File: src/rtl/imul_divider_pkg.sv
// ============================================================================
//  imul_divider_pkg
//  Shared state encoding and default width for the restoring divider.
//  Revision: 1.0
// ============================================================================
`default_nettype none

package imul_divider_pkg;

    localparam int NB_DEFAULT = 16;

    typedef enum logic [1:0] {
        ST_IDLE = 2'd0,
        ST_RUN  = 2'd1,
        ST_DONE = 2'd2
    } div_state_t;

endpackage

`default_nettype wire

File: src/rtl/imul_divider_div_step.sv
// ============================================================================
//  imul_divider_div_step / imul_divider_full_adder
//  One restoring-division iteration: shift in a dividend bit, trial-subtract.
//  Revision: 1.0
// ============================================================================
`default_nettype none

module imul_divider_full_adder (
    input  logic a,
    input  logic b,
    input  logic cin,
    output logic s,
    output logic cout
);
    assign s    = a ^ b ^ cin;
    assign cout = (a & b) | ((a ^ b) & cin);
endmodule

module imul_divider_div_step #(
    parameter int NB = 16
) (
    input  logic [NB-1:0] p_in,
    input  logic          bit_in,
    input  logic [NB-1:0] divisor,
    output logic [NB-1:0] p_out,
    output logic          q_bit
);
    logic [NB:0]   w_shift;
    logic [NB:0]   w_subtrahend;
    logic [NB:0]   w_diff;
    logic [NB+1:0] w_carry;
    logic          w_nonneg;

    assign w_shift      = {p_in, bit_in};
    assign w_subtrahend = ~{1'b0, divisor};
    assign w_carry[0]   = 1'b1;

    // Two's-complement subtract: add the inverted divisor with carry-in 1
    for (genvar i = 0; i <= NB; i++) begin : g_ripple
        imul_divider_full_adder u_fa (
            .a   (w_shift[i]),
            .b   (w_subtrahend[i]),
            .cin (w_carry[i]),
            .s   (w_diff[i]),
            .cout(w_carry[i+1])
        );
    end

    // Carry-out and a clear sign bit agree while P < divisor holds
    assign w_nonneg = w_carry[NB+1] & ~w_diff[NB];
    assign q_bit    = w_nonneg;
    assign p_out    = w_nonneg ? w_diff[NB-1:0] : w_shift[NB-1:0];
endmodule

`default_nettype wire

File: src/rtl/imul_divider.sv
// ============================================================================
//  imul_divider
//  Sequential unsigned 2NB/NB restoring divider with start/done handshake.
//  Revision: 1.0
// ============================================================================
`default_nettype none

module imul_divider
    import imul_divider_pkg::*;
#(
    parameter int NB = NB_DEFAULT
) (
    input  logic            Clock,
    input  logic            Reset_n,
    input  logic            iStart,
    input  logic [2*NB-1:0] iDividend,
    input  logic [NB-1:0]   iDivisor,
    output logic            oBusy,
    output logic            oDone,
    output logic [NB-1:0]   oQuotient,
    output logic [NB-1:0]   oRemainder,
    output logic            oDivByZero,
    output logic            oOverflow
);
    localparam int CW = $clog2(NB + 1);

    div_state_t    state_q, state_d;
    logic [CW-1:0] cnt_q, cnt_d;
    logic [NB-1:0] p_q, p_d;
    logic [NB-1:0] q_q, q_d;
    logic [NB-1:0] div_q, div_d;
    logic [NB-1:0] quot_q, quot_d;
    logic [NB-1:0] rem_q, rem_d;
    logic          dbz_q, dbz_d;
    logic          ovf_q, ovf_d;

    logic [NB-1:0] step_p;
    logic          step_q;

    imul_divider_div_step #(.NB(NB)) u_step (
        .p_in   (p_q),
        .bit_in (q_q[NB-1]),
        .divisor(div_q),
        .p_out  (step_p),
        .q_bit  (step_q)
    );

    always_comb begin
        state_d = state_q;
        cnt_d   = cnt_q;
        p_d     = p_q;
        q_d     = q_q;
        div_d   = div_q;
        quot_d  = quot_q;
        rem_d   = rem_q;
        dbz_d   = dbz_q;
        ovf_d   = ovf_q;
        case (state_q)
            ST_IDLE, ST_DONE: begin
                state_d = ST_IDLE;
                if (iStart) begin
                    if (iDivisor == '0) begin
                        state_d = ST_DONE;
                        quot_d  = '1;
                        rem_d   = '0;
                        dbz_d   = 1'b1;
                        ovf_d   = 1'b0;
                    end else if (iDividend[2*NB-1:NB] >= iDivisor) begin
                        // Quotient would need more than NB bits
                        state_d = ST_DONE;
                        quot_d  = '1;
                        rem_d   = '0;
                        dbz_d   = 1'b0;
                        ovf_d   = 1'b1;
                    end else begin
                        state_d = ST_RUN;
                        p_d     = iDividend[2*NB-1:NB];
                        q_d     = iDividend[NB-1:0];
                        div_d   = iDivisor;
                        cnt_d   = '0;
                    end
                end
            end
            ST_RUN: begin
                p_d   = step_p;
                q_d   = {q_q[NB-2:0], step_q};
                cnt_d = cnt_q + 1'b1;
                if (cnt_q == CW'(NB - 1)) begin
                    state_d = ST_DONE;
                    quot_d  = {q_q[NB-2:0], step_q};
                    rem_d   = step_p;
                    dbz_d   = 1'b0;
                    ovf_d   = 1'b0;
                end
            end
            default: state_d = ST_IDLE;
        endcase
    end

    always_ff @(posedge Clock or negedge Reset_n) begin
        if (!Reset_n) begin
            state_q <= ST_IDLE;
            cnt_q   <= '0;
            p_q     <= '0;
            q_q     <= '0;
            div_q   <= '0;
            quot_q  <= '0;
            rem_q   <= '0;
            dbz_q   <= 1'b0;
            ovf_q   <= 1'b0;
        end else begin
            state_q <= state_d;
            cnt_q   <= cnt_d;
            p_q     <= p_d;
            q_q     <= q_d;
            div_q   <= div_d;
            quot_q  <= quot_d;
            rem_q   <= rem_d;
            dbz_q   <= dbz_d;
            ovf_q   <= ovf_d;
        end
    end

    assign oBusy      = (state_q == ST_RUN);
    assign oDone      = (state_q == ST_DONE);
    assign oQuotient  = quot_q;
    assign oRemainder = rem_q;
    assign oDivByZero = dbz_q;
    assign oOverflow  = ovf_q;
endmodule

`default_nettype wire

File: config.mk
export PLATFORM = sky130hd
export DESIGN_NAME = imul_divider
export DESIGN_NICKNAME = d
export VERILOG_FILES = /design/src/rtl/imul_divider_pkg.sv /design/src/rtl/imul_divider_div_step.sv /design/src/rtl/imul_divider.sv
export SDC_FILE = /design/constraint.sdc
export NUM_CORES = 1
export LEC_CHECK = 0
export CAP_MARGIN = 20
export CORE_ASPECT_RATIO = 1.1
export CORE_MARGIN = 2
export CORE_UTILIZATION = 53
export CTS_CLUSTER_SIZE = 30
export DETAILED_ROUTE_END_ITERATION = 10
export MAX_ROUTING_LAYER = met4
export PLACE_DENSITY = 0.91
export SLEW_MARGIN = 5
export SYNTH_ARGS = -nofsm -noshare
export SYNTH_HDL_FRONTEND = slang
export SYNTH_SLANG_ARGS = --single-unit
File: constraint.sdc
create_clock -name Clock -period 10.1 [get_ports Clock]
set_input_delay 2.02 -clock Clock [delete_from_list [all_inputs] [get_ports Clock]]
set_output_delay 2.02 -clock Clock [all_outputs]
set_load 0.03 [all_outputs]
## Word level (Yosys, flattened, before mapping)

Cells that the tools add are included.

| word-level totals | value |
|---|---|
| output and inout port bits | 36 |
| bits of input ports | 51 |
| word-level logic and storage cells | 152 |
| flip-flop bits (word level) | 89 |

| cells by class | value |
|---|---|
| bitwise logic cells | 89 |
| add/sub/neg operators | 1 |
| mux-type cells | 37 |
| reduce and logical (&&, ||, !) cells | 7 |
| equal/unequal tests | 8 |
| $lt $le $gt $ge | 1 |

Operators by type and width:

| operator | number |
|---|---|
| 16-bit two-way mux | 15 |
| 16-bit case mux with 2 select lines | 4 |
| 1-bit bitwise AND | 34 |
| 1-bit XOR | 33 |
| 16-bit inverter with 17-bit output | 1 |
| 1-bit OR | 17 |
| 16-bit greater-or-equal comparator | 1 |
| 16-bit logical NOT | 1 |
| 5-bit two-way mux | 3 |
| 4-bit AND reduction | 3 |
| 5-bit case mux with 2 select lines | 1 |
| 2-bit two-way mux | 4 |
| 1-bit two-way mux | 7 |
| 2-bit != test, second input constant | 3 |
| 5-bit by 1-bit adder with 5-bit output, second input constant | 1 |
| 5-bit by 4-bit equality test with 1-bit output, second input constant | 1 |
| 1-bit inverter | 4 |
| 1-bit case mux with 2 select lines | 2 |
| 2-bit case mux with 2 select lines | 1 |
| 3-bit != test, second input constant | 1 |
| 2-bit by 1-bit equality test with 1-bit output, second input constant | 1 |
| 2-bit equality test, second input constant | 1 |
| 2-bit logical NOT | 1 |
| 2-bit by 1-bit != test with 1-bit output, second input constant | 1 |
| other kinds (2) | 2 |

## Depth between registers and ports, before layout

| depth | value |
|---|---|
| depth after elaboration | 39 |
| gate-level depth with buffers | 24 |
| mapped depth without buffers | 23 |

## By module

A second synthesis with hierarchy kept.

| unflattened totals | value |
|---|---|
| cells, all modules | 459 |
| area total of the unflattened synthesis | 4689.5 um2 |

Modules (own cells, without submodules):

| module | instances | area an instance (um2) | cells an instance | seq. area each (um2) |
|---|---|---|---|---|
| imul_divider | 1 | 4022.6 | 405 | 2227.1 |
| imul_divider_full_adder | 17 | 20.0 | 1 | 0.0 |
| imul_divider_div_step | 1 | 326.6 | 37 | 0.0 |

## Worst setup path before layout

Ideal clock, no wire load.

| timing | value |
|---|---|
| kind | reg2reg |
| start | reg q_q[15] |
| end | reg rem_q[0], in the netlist oRemainder[0] |
| data required time | 9.975 ns |
| cell stages (with the launch flop) | 24 |
| path slack | 3.062 ns |
| buffers on the path | 1 |
| arrival | 6.913 ns |
| setup time | 0.125 ns |
| period minus slack after synthesis | 7.038 ns |
| cells stage by stage | dfrtp_1 > inv_1 > ha_1 > inv_1 > fa_1 > fa_1 > fa_1 > fa_1 > fa_1 > fa_1 > fa_1 > fa_1 > fa_1 > fa_1 > fa_1 > fa_1 > fa_1 > inv_1 > fa_1 > fa_1 > xnor2_1 > clkbuf_1 > a211oi_1 > mux2_2 |

| between the ends | value |
|---|---|
| word-level cells in the longest chain between the ends | 38 |
| elaborated cells between the ends (all ways) | 42 |
| classes of those cells | mux (3); bitwise (39) |

RTL lines:

| element | line | source |
|---|---|---|
| start: declaration | imul_divider.sv:30 | `logic [NB-1:0] q_q, q_d;` |
| start signal: assignment | imul_divider.sv:115 | `q_q <= q_d;` |
| 1-bit bitwise AND / 1-bit XOR (equally long branches) | imul_divider_div_step.sv:16, imul_divider_div_step.sv:15 |  |
| 1-bit OR | imul_divider_div_step.sv:16 | `assign cout = (a & b) \| ((a ^ b) & cin);` |
| 1-bit bitwise AND | imul_divider_div_step.sv:16 |  |
| 1-bit OR | imul_divider_div_step.sv:16 |  |
| 1-bit bitwise AND | imul_divider_div_step.sv:16 |  |
| 1-bit OR | imul_divider_div_step.sv:16 |  |
| 1-bit bitwise AND | imul_divider_div_step.sv:16 |  |
| 1-bit OR | imul_divider_div_step.sv:16 |  |
| [22 not listed] | n/a |  |
| 1-bit bitwise AND | imul_divider_div_step.sv:16 |  |
| 1-bit OR | imul_divider_div_step.sv:16 |  |
| 1-bit bitwise AND / 1-bit XOR (equally long branches) | imul_divider_div_step.sv:16, imul_divider_div_step.sv:15 |  |
| 1-bit OR / 1-bit inverter (equally long branches) | imul_divider_div_step.sv:16, imul_divider_div_step.sv:50 |  |
| 1-bit bitwise AND | imul_divider_div_step.sv:50 | `assign w_nonneg = w_carry[NB+1] & ~w_diff[NB];` |
| 16-bit two-way mux * | imul_divider_div_step.sv:52 | `assign p_out = w_nonneg ? w_diff[NB-1:0] : w_shift[NB-1:0];` |
| 16-bit two-way mux * | imul_divider.sv:88 | `if (cnt_q == CW'(NB - 1)) begin` |
| 16-bit case mux with 2 select lines * | imul_divider.sv:58 | `case (state_q)` |
| end signal: assignment | imul_divider.sv:118 | `rem_q <= rem_d;` |
| end: declaration | imul_divider.sv:33 | `logic [NB-1:0] rem_q, rem_d;` |

Every way passes the cells marked *; elsewhere a longest branch is shown, timed or not. The select of a mux whose other input is x is not followed.
A chain may end at the register's enable or synchronous reset.

## Final worst setup path

| timing | value |
|---|---|
| start | reg q_q[15] |
| end | reg rem_q[9], in the netlist oRemainder[9] |

| between the ends | value |
|---|---|
| word-level cells in the longest chain between the ends | 38 |
| elaborated cells between the ends (all ways) | 42 |
| classes of those cells | mux (3); bitwise (39) |

RTL lines:

| element | line |
|---|---|
| 1-bit bitwise AND / 1-bit XOR (equally long branches) | imul_divider_div_step.sv:16 |
| 1-bit OR * | imul_divider_div_step.sv:16 |
| 1-bit bitwise AND * | imul_divider_div_step.sv:16 |
| 1-bit OR * | imul_divider_div_step.sv:16 |
| 1-bit bitwise AND * | imul_divider_div_step.sv:16 |
| 1-bit OR * | imul_divider_div_step.sv:16 |
| 1-bit bitwise AND * | imul_divider_div_step.sv:16 |
| 1-bit OR * | imul_divider_div_step.sv:16 |
| [22 not listed] | n/a |
| 1-bit bitwise AND | imul_divider_div_step.sv:16 |
| 1-bit OR | imul_divider_div_step.sv:16 |
| 1-bit bitwise AND / 1-bit XOR (equally long branches) | imul_divider_div_step.sv:16, imul_divider_div_step.sv:15 |
| 1-bit OR / 1-bit inverter (equally long branches) | imul_divider_div_step.sv:16, imul_divider_div_step.sv:50 |
| 1-bit bitwise AND | imul_divider_div_step.sv:50 |
| 16-bit two-way mux * | imul_divider_div_step.sv:52 |
| 16-bit two-way mux * | imul_divider.sv:88 |
| 16-bit case mux with 2 select lines * | imul_divider.sv:58 |

Marked as above.

==> results.json <==
{
  "status": "finished clean",
  "synth-compound-area-share_pct": 15.76,
  "ir_worst_vdd_v": 0.0001482,
  "seq_area_sq_mm": 0.002227,
  "synth_ff_type": "dfrtp_1",
  "holdPathStages": 1,
  "drc_errors": 0,
  "die_area_sq_mm": 0.009780,
  "yosysTopAreaCell": "dfrtp_1",
  "cts_buffer_depth": 2,
  "critPathArrivalTime_ns": 7.91,
  "cts_tree": "yes",
  "avgSynthCellArea_sq_um": 10.49,
  "drive_above_1_share_pct": 9.497,
  "post_cts_buffers": 0,
  "synthXorXnorAreaFrac_pct": 0.5506,
  "whs_ns": 0.4964,
  "synth-adder-area-share_pct": 11.27,
  "synth_nets": 540,
  "utilization_pct": 66.58,
  "track_usage_pct": 26.57,
  "grt_max_degree": 81,
  "max_clock_freq_mhz": 131.5,
  "cts_hold_buf": 0,
  "core_sq_mm": 0.008828,
  "netlist.area_leader.share_pct": 46.67,
  "clock-skew-final_ns": 0.007594,
  "dpl.hpwl_mm": 8.119,
  "antenna_found_initial": 0,
  "worstSetupPathType": "flip-flop to flip-flop",
  "firstDrtPassIters": 4,
  "synth_edf_count": 0,
  "ys_types": 41,
  "r2r_cells": 24,
  "wl_per_cell_um": 18.52,
  "syn_inst": 455,
  "hp-class": "flip-flop to flip-flop",
  "cts-root-buf": "clkbuf_8",
  "synth-seq-cells": 89,
  "grt_pass1_wl_mm": 19.71,
  "synthMuxAreaShare_pct": 5.899,
  "die_x_um": 94.48,
  "first_iter_violations": 291,
  "vias_per_cell": 5.935,
  "cts_resized": 0,
  "cts_buffers": 9,
  "p_per_area_mw_per_mm2": 316.5,
  "dpl_worst_slack_ns": 2.192,
  "rr_startpoint": "q_q[15]$_DFFE_PN0P_",
  "worstSetupStartpointType": "flip-flop",
  "fin_crit_ns": 7.603,
  "r2r-end": "oRemainder[9]$_DFFE_PN0P_",
  "rsz0062_at_grt": "no",
  "placedCellCount": 633,
  "fillers": 686,
  "multiInputGateArea_sq_mm": 0.002247,
  "fin_cells": 651,
  "tns_ns": 0,
  "syn_to_final_growth_pct": 23.18,
  "num_rows": 36,
  "tightest_slew_ns": 1.026,
  "period_share_pct": 75.27,
  "whs_endpoint": "oQuotient[2]$_DFFE_PN0P_",
  "maxCapViolations": 0,
  "cts.sinks": 89,
  "synth_area_leaders": "dfrtp_1 47%, fa_1 6.3%, nand2_1 5.3%",
  "vias": 3864,
  "cts.clk_slew.worst_paths_ns": 0.08,
  "worstPathRequired_ns": 10.40,
  "grt_pass1_vias": 4057,
  "htreeDepth": 3,
  "synth_top_family_by_area": "compound AO/OA/AOI/OAI gates",
  "ios": 87,
  "slew_headroom_pct": 31.57,
  "p_leak_nw": 2.533,
  "wl_mm": 12.05,
  "portBuffers": 86,
  "die_y_um": 103.5,
  "critPathCaptureType": "flip-flop",
  "slew_violations": 0,
  "reg2reg_slack_ns": 2.50,
  "yosys_warnings": 0,
  "gp_congestion": 0.8592,
  "nNetsFinal": 617,
  "synthesis.area_sq_mm": 0.004772,
  "antennaDiodeCount": 0,
  "synthArstFlopShare_pct": 100.0,
  "min_from": "oQuotient[2]$_DFFE_PN0P_",
  "synth-simple-area-share_pct": 13.29,
  "overflow": 0,
  "seq_area_frac_synth_pct": 46.67,
  "finalHoldViolations": 0,
  "clk_latency_ns": 0.36,
  "initial_utilization_pct": 54.05,
  "finalWorstSetupSlack_ns": 2.497,
  "cp_max_fo": 12,
  "ant_nets": 0,
  "finalSetupViolations": 0
}
[how the worst max path moves through the flow]
stage | from | to | slack, ns | cells after the start
6_report | q_q[15]$_DFFE_PN0P_ | oRemainder[9]$_DFFE_PN0P_ | 2.50 | 24
2_1_floorplan | q_q[15]$_DFFE_PN0P_ | oRemainder[0]$_DFFE_PN0P_ | 3.06 | 23
5_1_grt | q_q[15]$_DFFE_PN0P_ | p_q[15]$_DFFE_PN0P_ | 2.24 | 24
3_3_place_gp | q_q[15]$_DFFE_PN0P_ | oRemainder[6]$_DFFE_PN0P_ | 2.53 | 23
4_1_cts | q_q[15]$_DFFE_PN0P_ | oRemainder[9]$_DFFE_PN0P_ | 2.12 | 23
3_5_place_dp | q_q[15]$_DFFE_PN0P_ | oRemainder[9]$_DFFE_PN0P_ | 2.19 | 23
[synthesized netlist by cell type, types with 10 or more instances]
| cell | count |
|---|---|
| a311o_1 | 14 |
| o22a_1 | 16 |
| nand2_1 | 68 |
| dfrtp_1 | 89 |
| a21oi_1 | 21 |
| clkbuf_1 | 13 |
| ha_1 | 19 |
| inv_1 | 39 |
| mux2_4 | 10 |
| nand3_1 | 31 |
| fa_1 | 15 |
| o21ai_0 | 19 |
| and3_1 | 15 |
| o211ai_1 | 17 |
[per-layer routing]
layer	up-vias	GRT usage, %	part of all wire (%)
li1	1740	-	-
met1	1922	33.09	40
met2	168	42.19	50
met3	34	4.582	6.6
met4	0	12.53	2.5
met5	-	-	0
[logic make-up (layout without fill, tap and decap cells)]
family                     after synthesis  after routing
AOI/OAI and AO/OA                      102            102
xor gates and xnor gates                 3              3
adders and majority gates               34             34
buffers and inverters                   69            151
DFF                                     89             89
muxes                                   22             22
and+or+nand+nor                        136            136
[worst max-delay path, stage by stage (launching register included)]
cell	delay [ns]
dfrtp_1	0.40
inv_1	0.06
ha_1	0.13
inv_1	0.05
fa_1	0.38
fa_1	0.41
fa_1	0.43
fa_1	0.41
fa_1	0.40
fa_1	0.42
fa_1	0.40
fa_1	0.41
fa_1	0.41
fa_1	0.41
fa_1	0.41
fa_1	0.40
fa_1	0.36
inv_1	0.07
fa_1	0.19
fa_1	0.24
xor2_1	0.38
buf_4	0.28
nand2_1	0.08
a21oi_1	0.23
mux2_4	0.19
[where the power goes]
part | switching [mW] | internal [mW]
sequential | 0.105 | 0.508
clock | 0.125 | 0.0954
combinational | 0.586 | 0.441
total | 0.816 | 1.04
[area by class of cell]
class,count,area share [%]
Clock buffer,11,2.405
Clock inverter,5,0.5321
Multi-Input combinational cell,297,38.23
Sequential cell,89,37.89
Tap cell,114,2.427
Inverter,40,2.554
Timing Repair Buffer,95,15.96
[per-stage QoR]
| step | area, sq um | power (mW) |
|---|---|---|
| global placement | 5678 | 1.562 |
| floorplan | 4772 | 1.323 |
| finish | 5878 | 1.860 |
| global route | 5878 | 2.001 |
| CTS | 5851 | 1.848 |
| detailed placement | 5678 | 1.626 |
[state kept, by name (all words and copies together) (netlist names)]
register    cells
cnt_q           5
div_q          16
oDivByZero      1
oOverflow       1
oQuotient      16
oRemainder     16
p_q            16
q_q            16
state_q         2
[layout by cell type (no fill, tap or decap), types with 3 or more instances in the layout]
cell             instances
a211oi_1                 3
a21oi_1                 21
a311o_1                 14
and3_1                  15
buf_4                    9
clkbuf_8                10
clkdlybuf4s50_1         85
clkinv_2                 3
dfrtp_1                 89
fa_1                    15
ha_1                    19
inv_1                   39
mux2_2                   9
mux2_4                  10
mux2i_1                  3
nand2_1                 68
nand3_1                 31
nor2_1                   7
nor4_1                   4
o211ai_1                17
o21ai_0                 19
o21ai_1                  3
o22a_1                  16
Note: power is estimated with default switching activity, not from simulation.
